File: config.mk
export PLATFORM = sky130hd
export DESIGN_NAME = snitch_narrow_id_remap
export DESIGN_NICKNAME = d
export VERILOG_FILES = /design/src/rtl/snitch_narrow_id_remap.sv
export SDC_FILE = /design/constraint.sdc
export NUM_CORES = 1
export LEC_CHECK = 0
export ABC_AREA = 1
export BUFFER_PORTS_ARGS = -buffer_cell sky130_fd_sc_hd__buf_2
export CAP_MARGIN = 10
export CORE_AREA = 2 2 246 248
export CTS_CLUSTER_SIZE = 16
export DETAILED_ROUTE_END_ITERATION = 7
export DIE_AREA = 0 0 248 250
export PLACE_DENSITY = 0.41
export SYNTH_ARGS = -nofsm -noshare
export SYNTH_HDL_FRONTEND = slang
export SYNTH_SLANG_ARGS = --single-unit
File: constraint.sdc
create_clock -name clk_i -period 2.55 [get_ports clk_i]
set_input_delay 0.51 -clock clk_i [delete_from_list [all_inputs] [get_ports clk_i]]
set_output_delay 0.51 -clock clk_i [all_outputs]
set_load 0.01 [all_outputs]
File: src/rtl/snitch_narrow_id_remap.sv
`default_nettype none
// ============================================================================
//  Module   : snitch_narrow_id_remap
//  Purpose  : Compacts the wide narrow-crossbar AXI IDs into table-index IDs
//             on the downstream port. The original IDs are restored on R/B.
//             The read (AR/R) and write (AW/B) tables are independent.
//  Options  : SNITCH_ID_REMAP_PERF_EN - enables the stall-cycle counter
//             (stall_cnt_o). When it is undefined, the output is tied to zero.
//  Revision : 1.0 - initial release
// ============================================================================

// Narrow-path AXI types for the cluster. Only the upstream ("out") and
// downstream ("in") ID widths differ.
package snitch_cluster_cfg_pkg;
    localparam int unsigned NarrowIdWidthIn  = 2;
    localparam int unsigned NarrowIdWidthOut = 5;
    localparam int unsigned NarrowAddrWidth  = 48;
    localparam int unsigned NarrowDataWidth  = 64;

    typedef struct packed {
        logic [NarrowIdWidthOut-1:0] id;
        logic [NarrowAddrWidth-1:0]  addr;
        logic [7:0]                  len;
        logic [2:0]                  size;
        logic [1:0]                  burst;
        logic [3:0]                  cache;
        logic [2:0]                  prot;
    } narrow_out_ax_chan_t;

    typedef struct packed {
        logic [NarrowIdWidthIn-1:0]  id;
        logic [NarrowAddrWidth-1:0]  addr;
        logic [7:0]                  len;
        logic [2:0]                  size;
        logic [1:0]                  burst;
        logic [3:0]                  cache;
        logic [2:0]                  prot;
    } narrow_in_ax_chan_t;

    typedef struct packed {
        logic [NarrowDataWidth-1:0]   data;
        logic [NarrowDataWidth/8-1:0] strb;
        logic                         last;
    } narrow_w_chan_t;

    typedef struct packed {
        logic [NarrowIdWidthOut-1:0] id;
        logic [1:0]                  resp;
    } narrow_out_b_chan_t;

    typedef struct packed {
        logic [NarrowIdWidthIn-1:0]  id;
        logic [1:0]                  resp;
    } narrow_in_b_chan_t;

    typedef struct packed {
        logic [NarrowIdWidthOut-1:0] id;
        logic [NarrowDataWidth-1:0]  data;
        logic [1:0]                  resp;
        logic                        last;
    } narrow_out_r_chan_t;

    typedef struct packed {
        logic [NarrowIdWidthIn-1:0]  id;
        logic [NarrowDataWidth-1:0]  data;
        logic [1:0]                  resp;
        logic                        last;
    } narrow_in_r_chan_t;

    typedef struct packed {
        narrow_out_ax_chan_t aw;
        logic                aw_valid;
        narrow_w_chan_t      w;
        logic                w_valid;
        logic                b_ready;
        narrow_out_ax_chan_t ar;
        logic                ar_valid;
        logic                r_ready;
    } narrow_out_req_t;

    typedef struct packed {
        logic                aw_ready;
        logic                ar_ready;
        logic                w_ready;
        narrow_out_b_chan_t  b;
        logic                b_valid;
        narrow_out_r_chan_t  r;
        logic                r_valid;
    } narrow_out_resp_t;

    typedef struct packed {
        narrow_in_ax_chan_t  aw;
        logic                aw_valid;
        narrow_w_chan_t      w;
        logic                w_valid;
        logic                b_ready;
        narrow_in_ax_chan_t  ar;
        logic                ar_valid;
        logic                r_ready;
    } narrow_in_req_t;

    typedef struct packed {
        logic                aw_ready;
        logic                ar_ready;
        logic                w_ready;
        narrow_in_b_chan_t   b;
        logic                b_valid;
        narrow_in_r_chan_t   r;
        logic                r_valid;
    } narrow_in_resp_t;
endpackage

module snitch_narrow_id_remap
    import snitch_cluster_cfg_pkg::*;
#(
    parameter int unsigned SlvIdWidth   = NarrowIdWidthOut,
    parameter int unsigned MstIdWidth   = NarrowIdWidthIn,
    parameter int unsigned MaxUniqIds   = 4,
    parameter int unsigned MaxTxnsPerId = 8
) (
    input  logic             clk_i,
    input  logic             rst_ni,
    input  narrow_out_req_t  slv_req_i,
    output narrow_out_resp_t slv_resp_o,
    output narrow_in_req_t   mst_req_o,
    input  narrow_in_resp_t  mst_resp_i,
    output logic [31:0]      stall_cnt_o
);

    localparam int unsigned c_idx_w = $clog2(MaxUniqIds);
    localparam int unsigned c_cnt_w = $clog2(MaxTxnsPerId + 1);

    // Reject configurations that cannot carry the table index downstream.
    if ((MstIdWidth < c_idx_w) || (MaxUniqIds < 2) ||
        ((MaxUniqIds & (MaxUniqIds - 1)) != 0)) begin : g_bad_cfg
        $error("snitch_narrow_id_remap: invalid MstIdWidth/MaxUniqIds");
    end

    // Index 0 is the read table and index 1 is the write table.
    logic [1:0]            w_req_valid;
    logic [1:0]            w_req_ready_dn;
    logic [SlvIdWidth-1:0] w_req_id  [2];
    logic [1:0]            w_rsp_dec;
    logic [c_idx_w-1:0]    w_rsp_idx [2];
    logic [1:0]            w_stall;
    logic [c_idx_w-1:0]    w_sel_idx [2];
    logic [SlvIdWidth-1:0] w_rsp_sid [2];

    assign w_req_valid    = {slv_req_i.aw_valid, slv_req_i.ar_valid};
    assign w_req_ready_dn = {mst_resp_i.aw_ready, mst_resp_i.ar_ready};
    assign w_req_id[0]    = slv_req_i.ar.id;
    assign w_req_id[1]    = slv_req_i.aw.id;
    assign w_rsp_idx[0]   = mst_resp_i.r.id[c_idx_w-1:0];
    assign w_rsp_idx[1]   = mst_resp_i.b.id[c_idx_w-1:0];
    // A read transaction is released only by its final R beat. Every B releases one write.
    assign w_rsp_dec[0]   = mst_resp_i.r_valid && slv_req_i.r_ready && mst_resp_i.r.last;
    assign w_rsp_dec[1]   = mst_resp_i.b_valid && slv_req_i.b_ready;

    for (genvar d = 0; d < 2; d++) begin : g_dir
        logic [MaxUniqIds-1:0] r_vld;
        logic [SlvIdWidth-1:0] r_sid [MaxUniqIds];
        logic [c_cnt_w-1:0]    r_cnt [MaxUniqIds];

        logic                  w_match_any;
        logic [c_idx_w-1:0]    w_match_idx;
        logic                  w_free_any;
        logic [c_idx_w-1:0]    w_free_idx;
        logic                  w_hit_ok;
        logic                  w_alloc;
        logic                  w_inc;
        logic [MaxUniqIds-1:0] w_inc_vec;
        logic [MaxUniqIds-1:0] w_dec_vec;

        // Look up the matching entry and the lowest free entry. Both use registered state only.
        always_comb begin
            w_match_any = 1'b0;
            w_match_idx = '0;
            w_free_any  = 1'b0;
            w_free_idx  = '0;
            for (int e = 0; e < int'(MaxUniqIds); e++) begin
                if (r_vld[e] && (r_sid[e] == w_req_id[d])) begin
                    w_match_any = 1'b1;
                    w_match_idx = c_idx_w'(e);
                end
            end
            for (int e = int'(MaxUniqIds) - 1; e >= 0; e--) begin
                if (!r_vld[e]) begin
                    w_free_any = 1'b1;
                    w_free_idx = c_idx_w'(e);
                end
            end
        end

        assign w_hit_ok     = w_match_any && (r_cnt[w_match_idx] != c_cnt_w'(MaxTxnsPerId));
        assign w_alloc      = !w_match_any && w_free_any;
        assign w_stall[d]   = !(w_hit_ok || w_alloc);
        assign w_sel_idx[d] = w_match_any ? w_match_idx : w_free_idx;
        assign w_inc        = w_req_valid[d] && !w_stall[d] && w_req_ready_dn[d];
        assign w_rsp_sid[d] = r_sid[w_rsp_idx[d]];

        // Build one-hot increment and decrement strobes for each entry.
        always_comb begin
            w_inc_vec = '0;
            w_dec_vec = '0;
            for (int e = 0; e < int'(MaxUniqIds); e++) begin
                w_inc_vec[e] = w_inc && (w_sel_idx[d] == c_idx_w'(e));
                w_dec_vec[e] = w_rsp_dec[d] && (w_rsp_idx[d] == c_idx_w'(e));
            end
        end

        // Update the table. An allocation wins, and a same-cycle inc and dec leave the entry unchanged.
        always_ff @(posedge clk_i or negedge rst_ni) begin
            if (!rst_ni) begin
                r_vld <= '0;
                for (int e = 0; e < int'(MaxUniqIds); e++) begin
                    r_sid[e] <= '0;
                    r_cnt[e] <= '0;
                end
            end else begin
                for (int e = 0; e < int'(MaxUniqIds); e++) begin
                    if (w_inc_vec[e] && w_alloc) begin
                        r_vld[e] <= 1'b1;
                        r_sid[e] <= w_req_id[d];
                        r_cnt[e] <= c_cnt_w'(1);
                    end else if (w_inc_vec[e] && !w_dec_vec[e]) begin
                        r_cnt[e] <= r_cnt[e] + c_cnt_w'(1);
                    end else if (w_dec_vec[e] && !w_inc_vec[e]) begin
                        r_cnt[e] <= r_cnt[e] - c_cnt_w'(1);
                        if (r_cnt[e] == c_cnt_w'(1)) begin
                            r_vld[e] <= 1'b0;
                        end
                    end
                end
            end
        end

`ifndef SYNTHESIS
        // A response must target a live entry. A live entry always holds cnt >= 1.
        a_rsp_to_valid_entry : assert property (@(posedge clk_i) disable iff (!rst_ni)
            w_rsp_dec[d] |-> r_vld[w_rsp_idx[d]]);
`endif
    end

    // Forward the requests with compact IDs and restore the original IDs on responses.
    always_comb begin
        mst_req_o  = '0;
        slv_resp_o = '0;

        mst_req_o.aw.id    = MstIdWidth'(w_sel_idx[1]);
        mst_req_o.aw.addr  = slv_req_i.aw.addr;
        mst_req_o.aw.len   = slv_req_i.aw.len;
        mst_req_o.aw.size  = slv_req_i.aw.size;
        mst_req_o.aw.burst = slv_req_i.aw.burst;
        mst_req_o.aw.cache = slv_req_i.aw.cache;
        mst_req_o.aw.prot  = slv_req_i.aw.prot;
        mst_req_o.aw_valid = slv_req_i.aw_valid && !w_stall[1];

        mst_req_o.ar.id    = MstIdWidth'(w_sel_idx[0]);
        mst_req_o.ar.addr  = slv_req_i.ar.addr;
        mst_req_o.ar.len   = slv_req_i.ar.len;
        mst_req_o.ar.size  = slv_req_i.ar.size;
        mst_req_o.ar.burst = slv_req_i.ar.burst;
        mst_req_o.ar.cache = slv_req_i.ar.cache;
        mst_req_o.ar.prot  = slv_req_i.ar.prot;
        mst_req_o.ar_valid = slv_req_i.ar_valid && !w_stall[0];

        mst_req_o.w        = slv_req_i.w;
        mst_req_o.w_valid  = slv_req_i.w_valid;
        mst_req_o.b_ready  = slv_req_i.b_ready;
        mst_req_o.r_ready  = slv_req_i.r_ready;

        slv_resp_o.aw_ready = mst_resp_i.aw_ready && !w_stall[1];
        slv_resp_o.ar_ready = mst_resp_i.ar_ready && !w_stall[0];
        slv_resp_o.w_ready  = mst_resp_i.w_ready;

        slv_resp_o.b.id     = w_rsp_sid[1];
        slv_resp_o.b.resp   = mst_resp_i.b.resp;
        slv_resp_o.b_valid  = mst_resp_i.b_valid;

        slv_resp_o.r.id     = w_rsp_sid[0];
        slv_resp_o.r.data   = mst_resp_i.r.data;
        slv_resp_o.r.resp   = mst_resp_i.r.resp;
        slv_resp_o.r.last   = mst_resp_i.r.last;
        slv_resp_o.r_valid  = mst_resp_i.r_valid;
    end

`ifdef SNITCH_ID_REMAP_PERF_EN
    logic [31:0] r_stall_cnt;

    // Count each cycle in which an AR or AW is held back by the table. The count increments once per cycle.
    always_ff @(posedge clk_i or negedge rst_ni) begin
        if (!rst_ni) begin
            r_stall_cnt <= '0;
        end else if ((slv_req_i.ar_valid && w_stall[0]) ||
                     (slv_req_i.aw_valid && w_stall[1])) begin
            r_stall_cnt <= r_stall_cnt + 32'd1;
        end
    end

    assign stall_cnt_o = r_stall_cnt;
`else
    assign stall_cnt_o = '0;
`endif

endmodule
`default_nettype wire

==> results by group <==
Clock tree
  – Clock tree buffer depth: 2
  – Clock Sinks: 80
  – Hold buffer count at CTS: 0
  – CTS tree: built
  – Worst-path clk slew: 60 ps
  – Clock latency on the worst-skew pair: 370 ps
  – CTS H-Tree Depth: 3
  – Root Driver: clkbuf_16
  – Cts bufs inserted: 9

Critical path
  – Buffers & Inverters on Critical Path: 4
  – CP max FO: 3
  – Cell repeated most along the worst path: nand2_1
  – CP max stage delay: 410 ps
  – Worst r2r src: g_dir[0].r_sid[8]$_DFFE_PN0P_
  – CP top delay family: simple AND/OR/NAND/NOR gates
  – Worst EP required: 2040 ps
  – Cell Chain, Critical Path: inv_2, nand2_1, nand2_1, nor2_4, inv_1, nor2_1, nand2_2, nand3_1, nand2_1, nand3_2, a21boi_2, buf_4, buf_6
  – Critical path type: reg -> out
  – Crit path launch type: flop
  – Worst Setup End Kind: primary output
  – Crit-path slowest cell: dfrtp_1
  – Critical path launch point: g_dir[0].r_sid[13]$_DFFE_PN0P_
  – WP data arrival: 1940 ps

Placement
  – Placed instance area: 7730 µm²
  – Gpl congestion: 0.819
  – Port Buffers: 47
  – Dpl cells: 1767
  – Detail Placement HPWL: 19600 µm
  – Pre-CTS WS: 0.152 ps

Yosys
  – Synth cell types: 43
  – Post-Syn Instances: 1196
  – Share of the synthesized area in the top cell type: 0.283
  – Mapped cell area: 8510 µm²
  – Seq cells post-synth: 80
  – Ys Warns: 0
  – Seq/Total Area, Yosys: 0.235
  – Synth async-reset ratio: 1.00
  – Syn_area_per_cell: 7.11 µm²
  – Yosys top cell by area: buf_4
  – Synth area leaders: buf_4 (28%), dfrtp_1 (24%), nand2_1 (12%), inv_1 (4.6%), nand3_1 (4.4%)
  – Post-synth EDFFs: 0
  – Synth Flop Type: dfrtp_1

STA
  – Count of final hold-check violations: 0
  – Final WS setup: 96.4 ps
  – RSZ-0062 raised after global routing: true
  – Setup TNS Final: 0 ps
  – Max Slew Vio Count: 0
  – Slew at the pin closest to its max-slew limit: 626 ps
  – Max Fclk: 408 MHz
  – Final worst path period share: 0.962
  – Minimum clock period: 2450 ps
  – Worst Skew: 13.3 ps
  – Setup violations, final: 0
  – Worst hold slack: 48.3 ps
  – Rel. slew slack: 0.578

Min path
  – Worst Hold Class: in -> async

GRT
  – Tot GR Track Use: 0.0773
  – Initial antenna violation count: 1
  – Global route overflow: 0
  – Global-route wire length before repair: 35700 µm
  – Largest net degree at the start of global routing: 41
  – Number of global-route vias before repair: 5947

Route
  – Detailed Route WL: 24600 µm
  – Via density per instance: 3.47
  – Drt first-iter violations: 259
  – Residual DRC: 0
  – Routed Antenna Nets: 0
  – Wire per inst: 13.7 µm
  – TritonRoute pass-1 iters: 5
  – Via Count: 6225

Power
  – Worst VDD drop: 361 µV
  – P_leak: 4.07 nW
  – Cell Pwr Density: 1090 nW/µm²

Floorplanning
  – Die Ht: 250 µm
  – Initial Util: 0.143
  – Die Area: 62000 µm²
  – I/O pin count: 638
  – Core Region: 59600 µm²
  – # rows: 90
  – Chip width: 248 µm

Cells and area
  – Area of the multi-input gates: 3770 µm²
  – Final instance area: 8250 µm²
  – P&R area growth vs syn: -3.09%
  – Fin nets: 1336
  – FF/Latch Area: 2000 µm²
  – # fillers: 6862
  – Non-Filler Instances: 1794
  – Ant. Diodes: 0
  – Share of cells above drive strength 1: 0.235

Run
  – Max cap viols: 0

Outcome
  – Status: completed
## cells by family (layout without fill, tap and decap cells)
| family | count (synthesis) | after routing | share of synthesized area |
|---|---|---|---|
| adders and majority gates | 24 | 24 | 0.0353 |
| AOI/OAI and AO/OA | 114 | 114 | 0.0825 |
| and+or+nand+nor | 486 | 486 | 0.265 |
| buffers and inverters | 459 | 244 | 0.349 |
| xor gates and xnor gates | 32 | 32 | 0.0329 |
| other | 1 | 32 | 0.000441 |
| DFF | 80 | 80 | 0.235 |
## metrics by stage
step	power, mW	utilization
after global placement	7.40	0.130
after global routing	9.95	0.138
final	9.01	0.138
after floorplan	6.33	-
after detailed placement	7.39	0.130
after CTS	8.94	0.136
## timing repair
| action | CTS | global route |
|---|---|---|
| setup buffers | 7 | 7 |
| pin swaps | 12 | 26 |
| endpoints found under the setup margin | 3 | 7 |
| resized for setup | 15 | 31 |
| gates cloned | 0 | 0 |
| endpoints found under the hold margin | 0 | 0 |
## layer usage
metal  GRT usage  vias up  share of wire
met3      0.0442      108           0.12
met5      0.0167        -         0.0015
met1      0.0833     2789           0.38
li1            -     3012              -
met4      0.0534        2          0.067
met2       0.112      314           0.43
## worst reg2reg max path: stages (launching register included)
cell	delay, ps
dfrtp_2	440
nand2_1	80
nand2_1	40
nor2_1	120
nand3_2	130
nand2_2	110
nand3_1	70
nand2_1	100
nand3_2	110
buf_4	160
nand2_2	90
nand4_1	130
buf_4	170
nor2_1	120
nor2_1	50
buf_4	150
nand3_1	70
nand2_1	70
## final timing paths
kind                                                   to  depth (start not counted)  slack, ps
max                                          mst_req_o[1]                         13        100
min                         g_dir[0].r_cnt[9]$_DFFE_PN0P_                          1         50
max reg2reg                 g_dir[0].r_cnt[6]$_DFFE_PN0P_                         17        240
min reg2reg                 g_dir[1].r_sid[5]$_DFFE_PN0P_                          2        510
max in group asynchronous  g_dir[0].r_sid[10]$_DFFE_PN0P_                          2       1870
min in group clk_i         g_dir[0].r_sid[11]$_DFFE_PN0P_                          3        450
## sequential cells by signal, summed over array words and instances, names as in the netlist
name         flops
g_dir.r_vld      8
g_dir.r_cnt     32
g_dir.r_sid     40
## power breakdown
group | leakage, nW | internal, mW | switching [mW]
combinational | 2.96 | 2.09 | 3.04
clock | 0.141 | 0.750 | 0.582
sequential | 0.973 | 1.86 | 0.697
total | 4.07 | 4.70 | 4.32
## area by class of cell
type / count / area share
Timing Repair Buffer: 105 / 0.0889
Inverter: 124 / 0.0575
Sequential cell: 80 / 0.243
Multi-Input combinational cell: 688 / 0.457
Clock buffer: 9 / 0.0273
Tap cell: 782 / 0.119
Clock inverter: 6 / 0.00743
## cells in the mapped netlist, types with 3 or more instances
| master | instances |
|---|---|
| inv_4 | 3 |
| nand2_1 | 272 |
| inv_1 | 105 |
| nand2_2 | 20 |
| nand3_4 | 3 |
| nor2_1 | 66 |
| xor2_1 | 30 |
| nor2_2 | 7 |
| a22oi_1 | 9 |
| o21ai_2 | 15 |
| nor2_4 | 8 |
| nand2_4 | 5 |
| o21ai_0 | 38 |
| clkbuf_1 | 7 |
| buf_6 | 4 |
| nand3_1 | 74 |
| nand4_1 | 14 |
| o221ai_1 | 7 |
| dfrtp_1 | 80 |
| ha_1 | 24 |
| nand3_2 | 6 |
| buf_4 | 321 |
| o21ai_1 | 30 |
| inv_2 | 15 |
| a21oi_1 | 7 |
## cells in the final DEF, fill, tap and decap left out, types with 14 or more instances in the layout
cell / netlist / routed
buf_2: 2 / 43
buf_4: 321 / 55
conb_1: 1 / 32
dfrtp_1: 80 / 78
ha_1: 24 / 24
inv_1: 105 / 101
inv_2: 15 / 19
nand2_1: 272 / 266
nand2_2: 20 / 26
nand3_1: 74 / 71
nand4_1: 14 / 14
nor2_1: 66 / 60
o21ai_0: 38 / 33
o21ai_1: 30 / 33
o21ai_2: 15 / 17
xor2_1: 30 / 30
Power figures use the tool's default switching activity.
